--- src/rtl/core_config_pkg.sv ---
// Shared configuration for the core timer: register offsets, widths, reset constants.
package core_config_pkg;

   localparam int unsigned TIMER_PRESC_W = 16;

   localparam logic [7:0] TIMER_MTIME_LO_OFF    = 8'h00;
   localparam logic [7:0] TIMER_MTIME_HI_OFF    = 8'h04;
   localparam logic [7:0] TIMER_MTIMECMP_LO_OFF = 8'h08;
   localparam logic [7:0] TIMER_MTIMECMP_HI_OFF = 8'h0C;
   localparam logic [7:0] TIMER_PRESC_OFF       = 8'h10;

   localparam logic [63:0] TIMER_MTIMECMP_RST = 64'hFFFF_FFFF_FFFF_FFFF;

   typedef enum logic [2:0] {
      REG_MTIME_LO,
      REG_MTIME_HI,
      REG_CMP_LO,
      REG_CMP_HI,
      REG_PRESC,
      REG_NONE
   } timer_reg_e;

   typedef struct packed {
      logic        err;
      logic [31:0] rdata;
   } timer_rsp_t;

   // Word-aligned address decode; PRESC only maps when the prescaler is built in.
   function automatic timer_reg_e timer_decode(input logic [31:0] a, input logic presc_en);
      timer_reg_e sel;
      sel = REG_NONE;
      if (a[1:0] == 2'b00) begin
         if (a == 32'(TIMER_MTIME_LO_OFF))         sel = REG_MTIME_LO;
         else if (a == 32'(TIMER_MTIME_HI_OFF))    sel = REG_MTIME_HI;
         else if (a == 32'(TIMER_MTIMECMP_LO_OFF)) sel = REG_CMP_LO;
         else if (a == 32'(TIMER_MTIMECMP_HI_OFF)) sel = REG_CMP_HI;
         else if (presc_en && (a == 32'(TIMER_PRESC_OFF))) sel = REG_PRESC;
      end
      return sel;
   endfunction

endpackage

--- src/rtl/timer_prescaler.sv ---
// Divides tick_en pulses: one step every (presc+1) ticks; clr restarts the count.
import core_config_pkg::*;

module timer_prescaler #(
   parameter int unsigned PRESC_W = TIMER_PRESC_W
) (
   input  logic               clk,
   input  logic               rst_n,
   input  logic               tick_en,
   input  logic [PRESC_W-1:0] presc,
   input  logic               clr,
   output logic               step
);

   logic [PRESC_W-1:0] cnt_q;
   logic               hit_c;

   assign hit_c = (cnt_q == presc);
   assign step  = tick_en & hit_c;

   always_ff @(posedge clk or negedge rst_n) begin
      if (!rst_n) begin
         cnt_q <= '0;
      end else if (clr) begin
         cnt_q <= '0;
      end else if (tick_en) begin
         cnt_q <= hit_c ? '0 : cnt_q + PRESC_W'(1);
      end
   end

endmodule

--- src/rtl/core_timer.sv ---
// Machine timer: 64-bit mtime/mtimecmp, level interrupt, single-cycle register bus.
// Optional prescaler at 0x10 is compiled in with CORE_TIMER_PRESCALER_EN.
import core_config_pkg::*;

module core_timer #(
   parameter int unsigned ADDR_W  = 5,
   parameter int unsigned PRESC_W = TIMER_PRESC_W
) (
   input  logic              clk,
   input  logic              rst_n,
   input  logic              tick_en,
   input  logic              req,
   input  logic              we,
   input  logic [ADDR_W-1:0] addr,
   input  logic [31:0]       wdata,
   output logic              ack,
   output logic              err,
   output logic [31:0]       rdata,
   output logic              timer_irq
);

   if (PRESC_W == 0 || PRESC_W > 32) begin : g_bad_presc_w
      $error("PRESC_W must be in 1..32");
   end

`ifdef CORE_TIMER_PRESCALER_EN
   localparam logic PRESC_EN = 1'b1;
`else
   localparam logic PRESC_EN = 1'b0;
`endif

   logic [63:0] mtime_q;
   logic [63:0] mtimecmp_q;
   logic [31:0] hi_shadow_q;

   timer_reg_e sel_c;
   logic       wr_c;
   logic       rd_c;
   logic       step_c;
   timer_rsp_t rsp_c;

   always_comb begin
      sel_c = timer_decode(32'(addr), PRESC_EN);
      wr_c  = req &  we & (sel_c != REG_NONE);
      rd_c  = req & ~we & (sel_c != REG_NONE);
   end

`ifdef CORE_TIMER_PRESCALER_EN
   logic [PRESC_W-1:0] presc_q;
   logic               presc_wr_c;

   assign presc_wr_c = wr_c & (sel_c == REG_PRESC);

   always_ff @(posedge clk or negedge rst_n) begin
      if (!rst_n)          presc_q <= '0;
      else if (presc_wr_c) presc_q <= wdata[PRESC_W-1:0];
   end

   timer_prescaler #(.PRESC_W(PRESC_W)) u_prescaler (
      .clk     (clk),
      .rst_n   (rst_n),
      .tick_en (tick_en),
      .presc   (presc_q),
      .clr     (presc_wr_c),
      .step    (step_c)
   );
`else
   assign step_c = tick_en;
`endif

   // A bus write to either half overrides the increment for that cycle.
   always_ff @(posedge clk or negedge rst_n) begin
      if (!rst_n) begin
         mtime_q <= '0;
      end else if (wr_c && sel_c == REG_MTIME_LO) begin
         mtime_q[31:0] <= wdata;
      end else if (wr_c && sel_c == REG_MTIME_HI) begin
         mtime_q[63:32] <= wdata;
      end else if (step_c) begin
         mtime_q <= mtime_q + 64'd1;
      end
   end

   always_ff @(posedge clk or negedge rst_n) begin
      if (!rst_n) begin
         mtimecmp_q <= TIMER_MTIMECMP_RST;
      end else if (wr_c && sel_c == REG_CMP_LO) begin
         mtimecmp_q[31:0] <= wdata;
      end else if (wr_c && sel_c == REG_CMP_HI) begin
         mtimecmp_q[63:32] <= wdata;
      end
   end

   // Low-word read freezes the high word so a LO-then-HI pair is coherent.
   always_ff @(posedge clk or negedge rst_n) begin
      if (!rst_n)                            hi_shadow_q <= '0;
      else if (rd_c && sel_c == REG_MTIME_LO) hi_shadow_q <= mtime_q[63:32];
   end

   always_comb begin
      rsp_c       = '0;
      rsp_c.err   = req & (sel_c == REG_NONE);
      if (rd_c) begin
         case (sel_c)
            REG_MTIME_LO: rsp_c.rdata = mtime_q[31:0];
            REG_MTIME_HI: rsp_c.rdata = hi_shadow_q;
            REG_CMP_LO:   rsp_c.rdata = mtimecmp_q[31:0];
            REG_CMP_HI:   rsp_c.rdata = mtimecmp_q[63:32];
`ifdef CORE_TIMER_PRESCALER_EN
            REG_PRESC:    rsp_c.rdata = 32'(presc_q);
`endif
            default:      rsp_c.rdata = '0;
         endcase
      end
   end

   always_ff @(posedge clk or negedge rst_n) begin
      if (!rst_n) begin
         ack       <= 1'b0;
         err       <= 1'b0;
         rdata     <= '0;
         timer_irq <= 1'b0;
      end else begin
         ack       <= req;
         err       <= rsp_c.err;
         rdata     <= rsp_c.rdata;
         timer_irq <= (mtime_q >= mtimecmp_q);
      end
   end

endmodule

--- config.mk ---
export PLATFORM = sky130hd
export DESIGN_NAME = core_timer
export DESIGN_NICKNAME = d
export VERILOG_FILES = /design/src/rtl/core_config_pkg.sv /design/src/rtl/timer_prescaler.sv /design/src/rtl/core_timer.sv
export SDC_FILE = /design/constraint.sdc
export NUM_CORES = 1
export LEC_CHECK = 0
export CAP_MARGIN = 20
export CORE_AREA = 2 2 180 182
export CTS_CLUSTER_DIAMETER = 30
export DETAILED_ROUTE_END_ITERATION = 7
export DIE_AREA = 0 0 182 184
export PLACE_DENSITY = 0.54
export SYNTH_ARGS = -nofsm -noshare
export SYNTH_HDL_FRONTEND = slang
export SYNTH_SLANG_ARGS = --single-unit
--- constraint.sdc ---
create_clock -name clk -period 3.01 [get_ports clk]
set_clock_uncertainty 0.05 [all_clocks]
set_input_delay 0.903 -clock clk [delete_from_list [all_inputs] [get_ports clk]]
set_output_delay 0.903 -clock clk [all_outputs]
set_load 0.05 [all_outputs]
==> results of run 1 <==
-- sequential cells by signal (all words and copies together), names as in the netlist --
name	cells
mtime_q	64
mtimecmp_q	64
hi_shadow_q	32
rdata	32
ack	1
err	1
timer_irq	1
-- cells in the final DEF, fill, tap and decap left out, types with 34 or more instances in the layout --
master           synthesis  final
nand2_1                133    133
dfrtp_1                131    131
o21ai_0                 77     77
clkdlybuf4s50_1          0     73
inv_1                   71     71
buf_4                    1     67
mux2_2                  65     65
ha_1                    65     65
dfstp_2                 64     64
nand3_1                 34     34
a21oi_1                 34     34
-- critical path, stage by stage, from the launching register on --
cell and delay [ps]:
dfstp_2 540, inv_1 50, ha_1 280, a21oi_1 160, o21ai_0 270, a221o_1 430
or3_1 380, a211oi_2 330, buf_4 180, o21ai_0 120
-- power breakdown --
| part | leakage [nW] | internal, mW | switching [mW] | total, mW |
|---|---|---|---|---|
| sequential | 2.42 | 3.04 | 0.293 | 3.33 |
| clock | 0.290 | 1.19 | 1.15 | 2.34 |
| combinational | 2.98 | 0.786 | 0.862 | 1.65 |
-- worst paths after layout --
kind                                               end                   startpoint  cells past startpoint
max                                timer_irq$_DFF_PN0_    mtimecmp_q[5]$_DFFE_PN1P_                      9
min                             mtime_q[2]$_DFFE_PN0P_                        rst_n                      1
max reg2reg                        timer_irq$_DFF_PN0_    mtimecmp_q[5]$_DFFE_PN1P_                      9
min reg2reg                hi_shadow_q[22]$_DFFE_PN0P_  hi_shadow_q[22]$_DFFE_PN0P_                      1
max in group asynchronous    mtimecmp_q[6]$_DFFE_PN1P_                        rst_n                      2
min in group clk           hi_shadow_q[22]$_DFFE_PN0P_  hi_shadow_q[22]$_DFFE_PN0P_                      1
-- layer usage --
metal / global-route usage / part of all wire / wire length [um]
met5: 0 / 0 / 0
met4: 0.05290 / 0.015 / 448
met1: 0.2658 / 0.48 / 14450
met2: 0.3029 / 0.47 / 14100
met3: 0.03150 / 0.035 / 1048
-- logic make-up after synthesis --
family | after synthesis | synth area share
xor+xnor | 47 | 0.03762
compound gates | 164 | 0.08565
flops | 195 | 0.4533
mux | 97 | 0.1328
buf+inv | 116 | 0.04254
fa+ha+maj | 65 | 0.07433
simple gates | 347 | 0.1738
-- through the flow --
stage | TNS, ps | util | instances | instance area (sq um) | hold slack, ps
floorplan | 0 | - | 1031 | 10940 | 425.2
global placement | -93.41 | 0.4034 | 1538 | 12660 | 434.5
detailed placement | -105.4 | 0.4034 | 1538 | 12660 | 441.1
CTS | 0 | 0.4226 | 1570 | 13270 | 393.4
global route | 0 | 0.4226 | 1570 | 13270 | 410.7
finish | 0 | 0.4226 | 1571 | 13270 | 385.9
-- cell type report --
type / count / area share
inverters: 71 / 0.02009
clock buffers: 17 / 0.03206
clock inverters: 15 / 0.01226
repair buffers: 150 / 0.1053
well taps: 402 / 0.03791
diodes: 1 / 0.0001886
flip-flops and latches: 195 / 0.3738
multi-input cells: 720 / 0.4183
==> reports/metrics.yaml, run 1 <==
critical_path:
  required_ps: 3260
  worstSetupPathType: "reg -> reg"
  startpoint_type: "flop"
  cp-end-kind: "flop"
  arrival_ps: 3180
  r2r_setup_slack_ps: 80
  crit_fanout: 2
synthesis:
  syn_avg_cell_area_sq_um: 10.61
  synth.most_common_cell: "nand2_1"
  synth_top_cells_by_count: "133 x nand2_1, 131 x dfrtp_1, 77 x o21ai_0"
  async_flop_share: 1.000
  yosysTopAreaCell: "dfrtp_1"
  synth_edf_count: 0
  synth_seq_cells: 195
  synth-main-ff-cell: "dfrtp_1"
  netlist.area_leader.share: 0.2996
  synth_cell_type_count: 56
  yosysWarnings: 0
  synth_cells: 1031
  syn_nets: 1138
  syn_area_sq_um: 10940
  synth_area_leaders: "dfrtp_1 30%, dfstp_2 15%, ha_1 7.4%, mux2_2 6.7%, mux4_2 6.6%"
  yosysSeqAreaShare: 0.4533
floorplanning:
  dieArea_sq_um: 33490
  coreArea_sq_um: 31390
  start_util: 0.3485
  dieHeight_um: 184
  ios: 77
  rows: 65
  die_x_um: 182
clocking:
  clk_path_buf_depth: 2
  cts_tree: "yes"
  cts.clk_slew.worst_paths_ps: 80
  cts_resized: 3
  cts_hold_buf: 0
  cts-buffers-inserted: 17
  cts.sinks: 195
  cts_setup_buffers: 0
  root_buffer: "clkbuf_16"
  cts_htree_levels: 4
  clk_latency_ps: 450
route:
  vias: 8214
  drt_iter0_drc: 490
  wl_mm: 30.04
  detail_route.wl_per_cell_um: 19.12
  detail-route-antenna-nets: 0
  drc: 0
  dr.pass1.iters: 5
  via_per_inst: 5.229
placed_design:
  io_buffers: 76
  dpl.hpwl_mm: 22.48
  detailedPlace.worstSlack_ps: -104.1
  place.gp.congestion: 0.8615
cells_and_area:
  drive_gt1_frac: 0.2526
  nFillCells: 3077
  multi_input_area_sq_um: 5550
  seq_area_sq_um: 4960
  syn_to_final_growth_pct: 21.26
  fin_nets: 1262
sta:
  rsz0062_at_grt: "no"
  post-route-period-util: 0.9731
  period_needed_ps: 2929
  finalHoldViolations: 0
  setup_viol: 0
  finalWorstSetupSlack_ps: 81.09
  tightest_slew_ps: 639.6
  relSlewSlack: 0.5691
  max_freq_mhz: 341.4
  drv_slew: 0
power_and_ir_drop:
  p_leak_nw: 5.694
  irDropWorstVdd_uv: 407.7
  finalPower_mw: 7.317
  cellPowerDensity_nw_per_um2: 551.5
min_path:
  hp-class: "in -> async"
global_routing:
  overflow: 0
  grt_pass1_vias: 8408
  grt_max_degree: 59
  antenna_found_initial: 1
  grt_pass1_wl_mm: 48.84
  grt_use_total: 0.1894
job:
  drv_cap: 0
outcome:
  outcome: "complete, no violations"
Note: power is estimated with default switching activity, not from simulation.
==> run 2, diff against run 1 <==
REMOVE_ABC_BUFFERS = 1   (was unset)
==> run 2 against run 1 <==
Via count grew 0.22%. Sequential share of layout area shrank 0.056 points. Sequential power is essentially flat. Largest cell class unchanged. Hold slack lost 38 ps. Final area grew 0.15%. Global-route usage grew 0.28 points. Die area is the same.
==> reports/metrics.yaml, run 2 (same netlist as run 1, synthesis figures left out) <==
outcome:
  outcome: "complete, no violations"  # unchanged
critical_path:
  startpoint_type: "flop"  # unchanged
  required_ps: 3280  # was 3260 ps
  cp-end-kind: "flop"  # unchanged
  crit_fanout: 3  # was 2
  worstSetupPathType: "reg -> reg"  # unchanged
  reg2reg_from: "mtimecmp_q[0]$_DFFE_PN1P_"  # was mtimecmp_q[5]$_DFFE_PN1P_
  worstSetupStartpoint: "mtimecmp_q[0]$_DFFE_PN1P_"  # was mtimecmp_q[5]$_DFFE_PN1P_
  arrival_ps: 3040  # was 3180 ps
placed_design:
  io_buffers: 76  # unchanged
  place.gp.congestion: 0.9001  # was 0.8615
  dpl_cell_area_sq_um: 12650  # was 12660 sq um
  dpl.hpwl_mm: 23.20  # was 22.48 mm
clocking:
  cts-buffers-inserted: 17  # unchanged
  cts_setup_buffers: 0  # unchanged
  cts.sinks: 195  # unchanged
  cts_resized: 0  # was 3
  clk_path_buf_depth: 2  # unchanged
  root_buffer: "clkbuf_16"  # unchanged
  cts_hold_buf: 0  # unchanged
  clk_latency_ps: 460  # was 450 ps
  cts.clk_slew.worst_paths_ps: 70  # was 80 ps
  cts_htree_levels: 4  # unchanged
  cts_tree: "yes"  # unchanged
sta:
  setup_viol: 0  # unchanged
  fin_setup_tns_ps: 0  # unchanged
  period_needed_ps: 2764  # was 2929 ps
  finalHoldViolations: 0  # unchanged
  post-route-period-util: 0.9183  # was 0.9731
  rsz0062_at_grt: "no"  # unchanged
  tightest_slew_ps: 739.4  # was 639.6 ps
  max_freq_mhz: 361.8  # was 341.4 MHz
  relSlewSlack: 0.5071  # was 0.5691
  drv_slew: 0  # unchanged
floorplanning:
  start_util: 0.3485  # unchanged
  dieHeight_um: 184  # unchanged
  rows: 65  # unchanged
  coreArea_sq_um: 31390  # unchanged
  dieArea_sq_um: 33490  # unchanged
  ios: 77  # unchanged
  die_x_um: 182  # unchanged
power_and_ir_drop:
  p_leak_nw: 5.696  # was 5.694 nW
  irDropWorstVdd_uv: 443.4  # was 407.7 uV
  finalPower_mw: 7.457  # was 7.317 mW
  cellPowerDensity_nw_per_um2: 561.2  # was 551.5 nW/um^2
cells_and_area:
  syn_to_final_growth_pct: 21.44  # was 21.26%
  antenna_cells: 0  # was 1
  nFillCells: 3001  # was 3077
  drive_gt1_frac: 0.2487  # was 0.2526
  fin_util: 0.4233  # was 0.4226
  fin_area_sq_um: 13290  # was 13270 sq um
  final_common_cell: "nand2_1"  # unchanged
  final_cell_mix: "133 x nand2_1, 131 x dfrtp_1, 77 x o21ai_0, 73 x clkdlybuf4s50_1, 71 x inv_1"  # unchanged
  top_regs: "mtime_q x64, mtimecmp_q x64"  # unchanged
  fin_nets: 1260  # was 1262
route:
  drt_iter0_drc: 483  # was 490
  detail_route.wl_per_cell_um: 19.55  # was 19.12 um
  detail-route-antenna-nets: 0  # unchanged
  via_per_inst: 5.250  # was 5.229
  wl_mm: 30.66  # was 30.04 mm
  dr.pass1.iters: 5  # unchanged
  vias: 8232  # was 8214
  drc: 0  # unchanged
global_routing:
  overflow: 0  # unchanged
  grt_use_total: 0.1922  # was 0.1894
  grt_pass1_vias: 8504  # was 8408
  antenna_found_initial: 0  # was 1
  grt_pass1_wl_mm: 49.16  # was 48.84 mm
  grt_max_degree: 69  # was 59
min_path:
  hp-class: "in -> async"  # unchanged
job:
  drv_cap: 0  # unchanged
==> run 2: cell types whose count changed in the layout (fill, tap and decap cells not counted), sizes merged <==
cell,delta
bufinv,+3
diode,-1
inv,-5
buf,-2
clkinv,-2
clkbuf,+2
clkinvlp,+2
==> run 2: worst paths after layout <==
path,slack (ps),cells past startpoint,to
setup / recovery,250,9,timer_irq$_DFF_PN0_
hold / removal,350,1,rdata[13]$_DFF_PN0_
setup reg to reg,250,9,timer_irq$_DFF_PN0_
hold reg to reg,460,1,hi_shadow_q[28]$_DFFE_PN0P_
max in group asynchronous,1790,2,mtimecmp_q[31]$_DFFE_PN1P_
min in group clk,460,1,hi_shadow_q[28]$_DFFE_PN0P_
==> run 2: power by group <==
part / internal, mW / switching [mW] / leakage, nW / total, mW
clock: 1.43 / 1.09 / 0.302 / 2.52
combinational: 0.765 / 0.819 / 2.97 / 1.58
sequential: 3.04 / 0.311 / 2.42 / 3.35
total: 5.23 / 2.22 / 5.70 / 7.46
==> run 2: per-stage QoR <==
| stage | hold WS (ps) | std cells | worst slack [ps] |
|---|---|---|---|
| 6_report | 347.9 | 1568 | 246.1 |
| 5_1_grt | 356.7 | 1568 | 90.21 |
| 4_1_cts | 347.3 | 1568 | 175.2 |
| 3_5_place_dp | 441.6 | 1536 | -139.0 |
| 3_3_place_gp | 434.0 | 1536 | -81.04 |
| 2_1_floorplan | 425.3 | 986 | -1912 |
==> run 2: area by class of cell <==
type	instances	area (sq um)	area share
repair buffers	148	1383	0.1040
clock inverters	13	195.2	0.01469
inverters	71	266.5	0.02006
multi-input cells	720	5538	0.4168
well taps	402	503.0	0.03785
clock buffers	19	442.9	0.03333
flip-flops and latches	195	4960	0.3733
==> run 2: critical path, cell delays in order, from the launching register on <==
cell and delay, ps:
dfstp_2 540, ha_1 220, nand2b_1 150, a2111oi_0 470, buf_4 190, nor4b_1 80, or3_1 400, a211oi_1 270
buf_4 180, o21ai_0 90
==> run 2: per-layer routing <==
metal / share of wire / global-route usage / up-vias
met5: 0 / 0 / -
met4: 0.022 / 0.06645 / 0
met3: 0.033 / 0.02813 / 37
met2: 0.46 / 0.3041 / 172
met1: 0.48 / 0.2699 / 4112
li1: - / - / 3911
